<file path="config.mk">
export PLATFORM = sky130hd
export DESIGN_NAME = pipeline_power_ctrl
export DESIGN_NICKNAME = d
export VERILOG_FILES = /design/src/rtl/pwr_ctrl_pkg.sv /design/src/rtl/sat_counter.sv /design/src/rtl/pipeline_power_ctrl.sv
export SDC_FILE = /design/constraint.sdc
export NUM_CORES = 1
export LEC_CHECK = 0
export BUFFER_PORTS_ARGS = -buffer_cell sky130_fd_sc_hd__buf_2
export CORE_ASPECT_RATIO = 1.2
export CORE_MARGIN = 1.5
export CORE_UTILIZATION = 60
export DETAILED_ROUTE_END_ITERATION = 6
export HOLD_SLACK_MARGIN = 0.05
export PLACE_DENSITY = 0.9
export SETUP_SLACK_MARGIN = 0.2
export SLEW_MARGIN = 10
export SYNTH_ARGS = -nofsm -noshare
export SYNTH_HDL_FRONTEND = slang
export SYNTH_SLANG_ARGS = --single-unit
</file>
<file path="constraint.sdc">
create_clock -name clk -period 4 [get_ports clk]
set_clock_uncertainty 0.15 [all_clocks]
set_input_delay 0 -clock clk [delete_from_list [all_inputs] [get_ports clk]]
set_output_delay 0 -clock clk [all_outputs]
set_load 0.01 [all_outputs]
</file>
<file path="src/rtl/pwr_ctrl_pkg.sv">
// Shared definitions for the pipeline power controller.
//   - pwr_state_e : 3-bit FSM state encoding exposed on state_o
//   - DEF_*       : default parameter values used by pipeline_power_ctrl
package pwr_ctrl_pkg;

  localparam int PWR_STATE_W = 3;

  typedef enum logic [PWR_STATE_W-1:0] {
    ST_SLEEP   = 3'd0,
    ST_POWERUP = 3'd1,
    ST_WAKE    = 3'd2,
    ST_RUN     = 3'd3,
    ST_DRAIN   = 3'd4,
    ST_IDLE    = 3'd5
  } pwr_state_e;

  localparam int DEF_STAGE_GAP      = 1;
  localparam int DEF_POWERUP_CYCLES = 4;
  localparam int DEF_IDLE_TO_SLEEP  = 16;
  localparam int DEF_CNT_W          = 32;

endpackage

</file>
<file path="src/rtl/sat_counter.sv">
// Saturating up-counter with asynchronous active-high reset.
//   clk   : clock
//   reset : asynchronous clear to zero
//   inc   : count enable
//   count : current value, holds at all-ones instead of wrapping
module sat_counter #(
  parameter int WIDTH = 32
) (
  input  logic             clk,
  input  logic             reset,
  input  logic             inc,
  output logic [WIDTH-1:0] count
);

  always_ff @(posedge clk or posedge reset) begin
    if (reset) begin
      count <= '0;
    end else if (inc && (count != '1)) begin
      count <= count + WIDTH'(1);
    end
  end

endmodule

</file>
<file path="src/rtl/pipeline_power_ctrl.sv">
// Per-stage enable sequencer for the RISC-V pipeline. Powers fetch, decode
// and execute up in pipeline order, drains them in the same order, gates
// everything while idle and falls into deep sleep after an idle timeout.
//   clk            : system clock
//   reset          : asynchronous active-high reset
//   run_req        : level request for the pipeline to run
//   enable_fetch   : fetch stage enable
//   enable_decode  : decode stage enable
//   enable_execute : execute/write-back enable
//   sleep          : deep-sleep hint (retention/gating)
//   ready          : high only while all stages run
//   state_o        : current FSM state code
//   gated_cycles   : saturating count of cycles spent outside RUN
module pipeline_power_ctrl
  import pwr_ctrl_pkg::*;
#(
  parameter int STAGE_GAP      = DEF_STAGE_GAP,
  parameter int POWERUP_CYCLES = DEF_POWERUP_CYCLES,
  parameter int IDLE_TO_SLEEP  = DEF_IDLE_TO_SLEEP,
  parameter int CNT_W          = DEF_CNT_W
) (
  input  logic                   clk,
  input  logic                   reset,
  input  logic                   run_req,
  output logic                   enable_fetch,
  output logic                   enable_decode,
  output logic                   enable_execute,
  output logic                   sleep,
  output logic                   ready,
  output logic [PWR_STATE_W-1:0] state_o,
  output logic [CNT_W-1:0]       gated_cycles
);

  localparam logic [31:0] PU_LAST   = 32'(POWERUP_CYCLES - 1);
  localparam logic [31:0] GAP       = 32'(STAGE_GAP);
  localparam logic [31:0] SEQ_LAST  = 32'(2 * STAGE_GAP - 1);
  localparam logic [31:0] IDLE_LAST = 32'(IDLE_TO_SLEEP - 1);

  pwr_state_e  state_q, state_d;
  logic [31:0] step_q, step_d, step_inc;
  logic [31:0] idle_q, idle_d;
  logic        fetch_d, decode_d, execute_d, sleep_d, ready_d;
  logic        gate_inc;

  assign step_inc = step_q + 32'd1;
  assign state_o  = state_q;
  assign gate_inc = (state_q != ST_RUN);

  // Next-state and next-output decode; every output is registered, so the
  // values computed here are what appears after the coming edge.
  always_comb begin
    state_d   = state_q;
    step_d    = step_q;
    idle_d    = idle_q;
    fetch_d   = 1'b0;
    decode_d  = 1'b0;
    execute_d = 1'b0;
    sleep_d   = 1'b0;
    ready_d   = 1'b0;
    case (state_q)
      ST_SLEEP: begin
        step_d = '0;
        idle_d = '0;
        if (run_req) begin
          state_d = ST_POWERUP;
        end else begin
          sleep_d = 1'b1;
        end
      end
      ST_POWERUP: begin
        // Only the run_req value on the final cycle decides where we go.
        if (step_q == PU_LAST) begin
          step_d = '0;
          idle_d = '0;
          if (run_req) begin
            state_d = ST_WAKE;
            fetch_d = 1'b1;
          end else begin
            state_d = ST_IDLE;
          end
        end else begin
          step_d = step_inc;
        end
      end
      ST_WAKE: begin
        if (!run_req) begin
          // Drain starts from whatever is currently enabled.
          state_d   = ST_DRAIN;
          step_d    = '0;
          decode_d  = enable_decode;
          execute_d = enable_execute;
        end else if (step_q == SEQ_LAST) begin
          state_d   = ST_RUN;
          step_d    = '0;
          fetch_d   = 1'b1;
          decode_d  = 1'b1;
          execute_d = 1'b1;
          ready_d   = 1'b1;
        end else begin
          step_d   = step_inc;
          fetch_d  = 1'b1;
          decode_d = (step_inc >= GAP);
        end
      end
      ST_RUN: begin
        if (!run_req) begin
          state_d   = ST_DRAIN;
          step_d    = '0;
          decode_d  = 1'b1;
          execute_d = 1'b1;
        end else begin
          fetch_d   = 1'b1;
          decode_d  = 1'b1;
          execute_d = 1'b1;
          ready_d   = 1'b1;
        end
      end
      ST_DRAIN: begin
        // Enables can only fall here; holding the registered value keeps an
        // enable that entered low from ever rising.
        if (step_q == SEQ_LAST) begin
          state_d = ST_IDLE;
          step_d  = '0;
          idle_d  = '0;
        end else begin
          step_d    = step_inc;
          decode_d  = (step_inc >= GAP) ? 1'b0 : enable_decode;
          execute_d = enable_execute;
        end
      end
      ST_IDLE: begin
        // A wake request beats a coincident sleep timeout.
        if (run_req) begin
          state_d = ST_WAKE;
          step_d  = '0;
          idle_d  = '0;
          fetch_d = 1'b1;
        end else if (idle_q == IDLE_LAST) begin
          state_d = ST_SLEEP;
          idle_d  = '0;
          sleep_d = 1'b1;
        end else begin
          idle_d = idle_q + 32'd1;
        end
      end
      default: begin
        state_d = ST_SLEEP;
        step_d  = '0;
        idle_d  = '0;
        sleep_d = 1'b1;
      end
    endcase
  end

  // State and output register boundary.
  always_ff @(posedge clk or posedge reset) begin
    if (reset) begin
      state_q        <= ST_SLEEP;
      step_q         <= '0;
      idle_q         <= '0;
      enable_fetch   <= 1'b0;
      enable_decode  <= 1'b0;
      enable_execute <= 1'b0;
      sleep          <= 1'b1;
      ready          <= 1'b0;
    end else begin
      state_q        <= state_d;
      step_q         <= step_d;
      idle_q         <= idle_d;
      enable_fetch   <= fetch_d;
      enable_decode  <= decode_d;
      enable_execute <= execute_d;
      sleep          <= sleep_d;
      ready          <= ready_d;
    end
  end

  sat_counter #(
    .WIDTH(CNT_W)
  ) u_gated_cnt (
    .clk  (clk),
    .reset(reset),
    .inc  (gate_inc),
    .count(gated_cycles)
  );

endmodule

</file>
After elaboration in Yosys (flattened, before gate mapping)
Index checks and enable logic that the tools add are counted.

Register bits after elaboration: 104. Input port bits: 3. Output and inout bits: 40. Logic and storage cells: 82.

Add/sub/neg operators: 3. $lt $le $gt $ge: 1. Equal/unequal tests: 19. Muxes and demuxes: 39. Bitwise logic cells: 1. Reductions and logical operators: 10.

Operators by type and width (count): 32-bit two-way mux (9); 32-bit case mux with 5 select lines (1); 32-bit case mux with 4 select lines (1); 32-bit by 1-bit adder with 32-bit output, second input constant (3); 32-bit by 1-bit == test with 1-bit output, second input constant (1); 32-bit by 2-bit == test with 1-bit output, second input constant (1); 32-bit by 4-bit == test with 1-bit output, second input constant (1); 32-bit by 1-bit >= comparator with 1-bit output, second input constant (1); 32-bit != test, second input constant (1); 3-bit two-way mux (9); 3-bit case mux with 6 select lines (1); 1-bit two-way mux (13); 2-bit != test, second input constant (6); 3-bit != test, second input constant (3); 1-bit case mux with 3 select lines (3); 3-bit by 2-bit == test with 1-bit output, second input constant (2); 3-bit == test, second input constant (2); 2-bit AND reduction (3); 6-bit AND reduction (1); 1-bit case mux with 2 select lines (2); 4-bit OR reduction (1); 3-bit by 1-bit == test with 1-bit output, second input constant (1); 3-bit logical NOT (1); 3-bit by 2-bit != test with 1-bit output, second input constant (1); other kinds (5) (5).

Longest topological paths before layout
Depth after elaboration: 5. Gate-level depth with buffers: 10. Gate-level depth less buffers: 9.

By module
Synthesis repeated with hierarchy kept, for this count alone.

Cells, all modules: 663. Area total of the unflattened synthesis: 6018.3 um2.

Modules (own cells, without submodules): pipeline_power_ctrl (instances 1, cells an instance 520, area an instance 4455.5 um2, seq. area each 1803.0 um2); sat_counter (instances 1, cells an instance 143, area an instance 1562.7 um2, seq. area each 800.8 um2).

Worst setup path before layout
No wires, ideal clock.

Path kind: reg-to-reg. Start: reg step_q[10]. End: reg idle_q[25]. Library setup time: 0.066 ns. Data arrival time: 2.682 ns. Data required time: 3.784 ns. Path slack: 1.102 ns. Cell stages (with the launch flop): 11. Path buffers: 2. Clock period less this slack: 2.898 ns. Cells stage by stage: dfrtp_1 -> clkbuf_1 -> nor4_2 -> nand3_2 -> nor4_4 -> nor4_1 -> a21o_1 -> or4_1 -> buf_2 -> or4b_1 -> nand2_1.

Word-level cells in the longest chain between the ends: 3. Elaborated cells between the ends (all ways): 5. Classes of those cells: eq/ne (4); reduce/logical (1).

RTL lines: from (decl) (line pipeline_power_ctrl.sv:40) `logic [31:0] step_q, step_d, step_inc;`; from (signal assigned) (line pipeline_power_ctrl.sv:168) `step_q <= step_d;`; 32-bit by 2-bit == test with 1-bit output or 32-bit by 1-bit == test with 1-bit output (tied branches) (line pipeline_power_ctrl.sv:72, pipeline_power_ctrl.sv:121); 2-bit != test (no source line); 3-bit AND reduction (no source line) *; to (signal assigned) (line pipeline_power_ctrl.sv:169) `idle_q <= idle_d;`; to (decl) (line pipeline_power_ctrl.sv:41) `logic [31:0] idle_q, idle_d;`.

Every way passes the cells marked *; elsewhere a longest branch is shown, timed or not. A chain may end at the register's enable or synchronous reset.

Final worst setup path
Start: reg step_q[3]. End: reg enable_decode.

Word-level cells in the longest chain between the ends: 5. Elaborated cells between the ends (all ways): 9. Classes of those cells: add/sub (1); order compare (1); eq/ne (2); mux (4); reduce/logical (1).

RTL lines: 32-bit by 1-bit adder with 32-bit output (line pipeline_power_ctrl.sv:45) `assign step_inc = step_q + 32'd1;`; 32-bit by 1-bit >= comparator with 1-bit output (line pipeline_power_ctrl.sv:102, pipeline_power_ctrl.sv:127); 1-bit two-way mux (line pipeline_power_ctrl.sv:92) `end else if (step_q == SEQ_LAST) begin`; 1-bit two-way mux (line pipeline_power_ctrl.sv:86) `if (!run_req) begin`; 1-bit case mux with 3 select lines (line pipeline_power_ctrl.sv:60) `case (state_q)`; to (signal assigned) (line pipeline_power_ctrl.sv:171) `enable_decode <= decode_d;`; to (decl) (line pipeline_power_ctrl.sv:26) `output logic enable_decode,`.

Parallel ways exist; a longest one is shown, timed or not. The select of a mux whose other input is x is not followed.

==> qor.csv <==
stage,metric,value,unit
run_status,outcome,finished clean,
power_and_ir_drop,powerDensity,488,nW/µm²
drt,route.met2.wl,7190,µm
sta,hold_viol,0,
drt,wl_met3,774,µm
sta,finalMaxSlewViolations,0,
setup_path,required,4120,ps
clock_tree,cts_buffers,9,
place,placed_area,6150,µm²
synthesis,synth_cell_types,50,
global_route,grt_pass1_wl,23800,µm
global_route,grt.overflow.total,0,
drt,drtIter0Drc,416,
floorplanning,fp.dieW,93.2,µm
floorplanning,coreArea,9520,µm²
place,portBuffers,42,
floorplanning,die_h,111,µm
finish,nNetsFinal,701,
clock_tree,clk_pin_slew,70,ps
synthesis,syn_avg_cell_area,8.80,µm²
setup_path,worstPathArrival,3350,ps
sta,worst_slack,767,ps
floorplanning,die_area,10400,µm²
clock_tree,cts_tree,yes,
min_path,holdCritPathClass,primary input to asynchronous set/reset pin,
clock_tree,insertion_delay,340,ps
place,hpwl,9770,µm
setup_path,startpoint_type,flip-flop,
clock_tree,clkSinkCount,104,
power_and_ir_drop,cellLeakagePower,2.82,nW
sta,tightestPinTransition,887,ps
sta,finalSetupViolations,0,
global_route,grt_usage,28.3,%
drt,first_pass_iters,6,
place,dp_cells,803,
floorplanning,initial_utilization,61.6,%
synthesis,synth_cells,666,
synthesis,yosys_warnings,0,
floorplanning,io_pins,43,
synthesis,seq_area_frac_synth,44.4,%
finish,diodes,0,
finish,final_design_area_no_fill,6450,µm²
sta,hold_ws,267,ps
setup_path,ff2ff_path_depth,8,
power_and_ir_drop,ir_drop,0.000316,V
sta,rsz0062_at_grt,no,
clock_tree,htree_num_levels,3,
drt,vias_per_cell,6.41,
sta,fin_crit,3230,ps
finish,fin_cells,821,
setup_path,path_class,flip-flop to flip-flop,
global_route,grt_max_degree,73,
drt,ant_nets,0,
finish,area_growth,10.0,%
power_and_ir_drop,total_power,3.15,mW
drt,routed-via-count,5262,
clock_tree,root_buffer,clkbuf_16,
drt,routedWlPerCell,17.3,µm
drt,drt_wl_total,14200,µm
synthesis,async_flop_share,100,%
place,routabilityCongestion,0.947,
synthesis,synth_edf_count,0,
setup_path,critPathCaptureType,flip-flop,
synthesis,syn_area,5860,µm²
finish,fin_util,67.8,%
floorplanning,row_count,39,
sta,setup-tns-final,0,ps
sta,slew_headroom,40.9,%
synthesis,ys_ff_latch,104,
synthesis,yosys_most_used_dff,dfrtp_1,
place,pre_cts_ws,877,ps
drt,drc_errors,0,
sta,min_period_over_period,80.8,%
drt,highest_layer,met4,
sta,fmax,309,MHz
drt,met1_length,5780,µm
clock_tree,cts.path.max_buffers,2,
global_route,grt_pass1_vias,4979,
finish,drive_above_1_share,11.0,%
synthesis,syn_nets,674,
job,cap_violations,0,
setup_path,path_max_fanout,9,
global_route,grt_antenna_before_repair,0,
[routing by layer]
| metal | vias up | track usage (%) |
|---|---|---|
| li1 | 2474 | - |
| met1 | 2546 | 36.1 |
| met2 | 197 | 47.3 |
| met3 | 45 | 5.08 |
| met4 | 0 | 10.6 |
| met5 | - | 0 |
[registers in the layout, summed over array words and instances (netlist names)]
register           cells
enable_execute         1
step_q                32
enable_fetch           1
ready                  1
state_o                3
idle_q                32
sleep                  1
u_gated_cnt.count     32
enable_decode          1
[cells in the mapped netlist, types with 4 or more instances]
| cell | instances | area [µm²] |
|---|---|---|
| a21oi_1 | 31 | 155 |
| a31oi_1 | 7 | 43.8 |
| and2_1 | 7 | 43.8 |
| and3_1 | 18 | 113 |
| and4_1 | 10 | 87.6 |
| buf_2 | 6 | 30.0 |
| clkbuf_1 | 25 | 93.8 |
| dfrtp_1 | 103 | 2580 |
| ha_1 | 5 | 62.6 |
| inv_1 | 17 | 63.8 |
| mux2_2 | 4 | 45.0 |
| nand2_1 | 75 | 282 |
| nand2b_1 | 5 | 31.3 |
| nand3_1 | 31 | 155 |
| nand4_1 | 30 | 188 |
| nor2_1 | 58 | 218 |
| nor2b_1 | 5 | 31.3 |
| nor3_1 | 18 | 90.1 |
| nor4_1 | 16 | 100 |
| o211ai_1 | 5 | 37.5 |
| o21ai_0 | 64 | 320 |
| o22ai_1 | 4 | 25.0 |
| o31ai_1 | 23 | 173 |
| o41ai_1 | 8 | 70.1 |
| or4_1 | 4 | 30.0 |
| xnor2_1 | 27 | 236 |
| xor2_1 | 22 | 193 |
[layout make-up]
cell class,instances,area [µm²]
Sequential cell,104,2600
Multi-Input combinational cell,511,3070
Fill cell,706,3070
Inverter,17,66.3
Clock buffer,12,256
Timing Repair Buffer,50,275
Tap cell,123,154
Clock inverter,4,27.5
[placed cells by master (no fill, tap or decap), drive strengths merged, types with 23 or more instances in the layout]
master	count
nand3	32
nor2	58
o31ai	23
a21oi	31
dfrtp	103
o21ai	66
nand4	30
nand2	75
buf	48
xnor2	27
[path summary, 6_finish.rpt]
| check | end | slack [ps] | from |
|---|---|---|---|
| setup / recovery | enable_decode$_DFFE_PP0P_ | 770 | step_q[3]$_DFFE_PP0P_ |
| hold / removal | u_gated_cnt.count[1]$_DFFE_PP0P_ | 270 | reset |
| hold reg to reg | u_gated_cnt.count[18]$_DFFE_PP0P_ | 340 | u_gated_cnt.count[18]$_DFFE_PP0P_ |
| min in group clk | u_gated_cnt.count[18]$_DFFE_PP0P_ | 340 | u_gated_cnt.count[18]$_DFFE_PP0P_ |
| setup reg to reg | enable_decode$_DFFE_PP0P_ | 770 | step_q[3]$_DFFE_PP0P_ |
| max in group asynchronous | ready$_DFF_PP0_ | 2460 | reset |
[critical path, stage by stage (launching register included)]
cell and delay, ps:
dfrtp_1 480, nand4_1 290, or4_1 650, nor4_4 390, nand4_1 220, a211o_1 340
nor4_1 350, a31oi_1 140, o22ai_1 140
[logic make-up after synthesis]
group	share of synthesized area, %
and+or+nand+nor	26.4
adders and majority gates	1.07
DFF	44.4
muxes	1.28
buffers and inverters	3.39
xor gates and xnor gates	7.32
AOI/OAI and AO/OA	16.1
[power by group]
group	internal (mW)	switching (mW)
registers	1.14	0.139
clock network	0.458	0.383
logic	0.339	0.683
[timing repair]
| action | in CTS | in global routing |
|---|---|---|
| hold buffers | 2 | 0 |
| hold endpoints to repair | 78 | 0 |
| resized for setup | 0 | 0 |
| buffers inserted | 0 | 0 |
(Power assumes the default switching activity.)
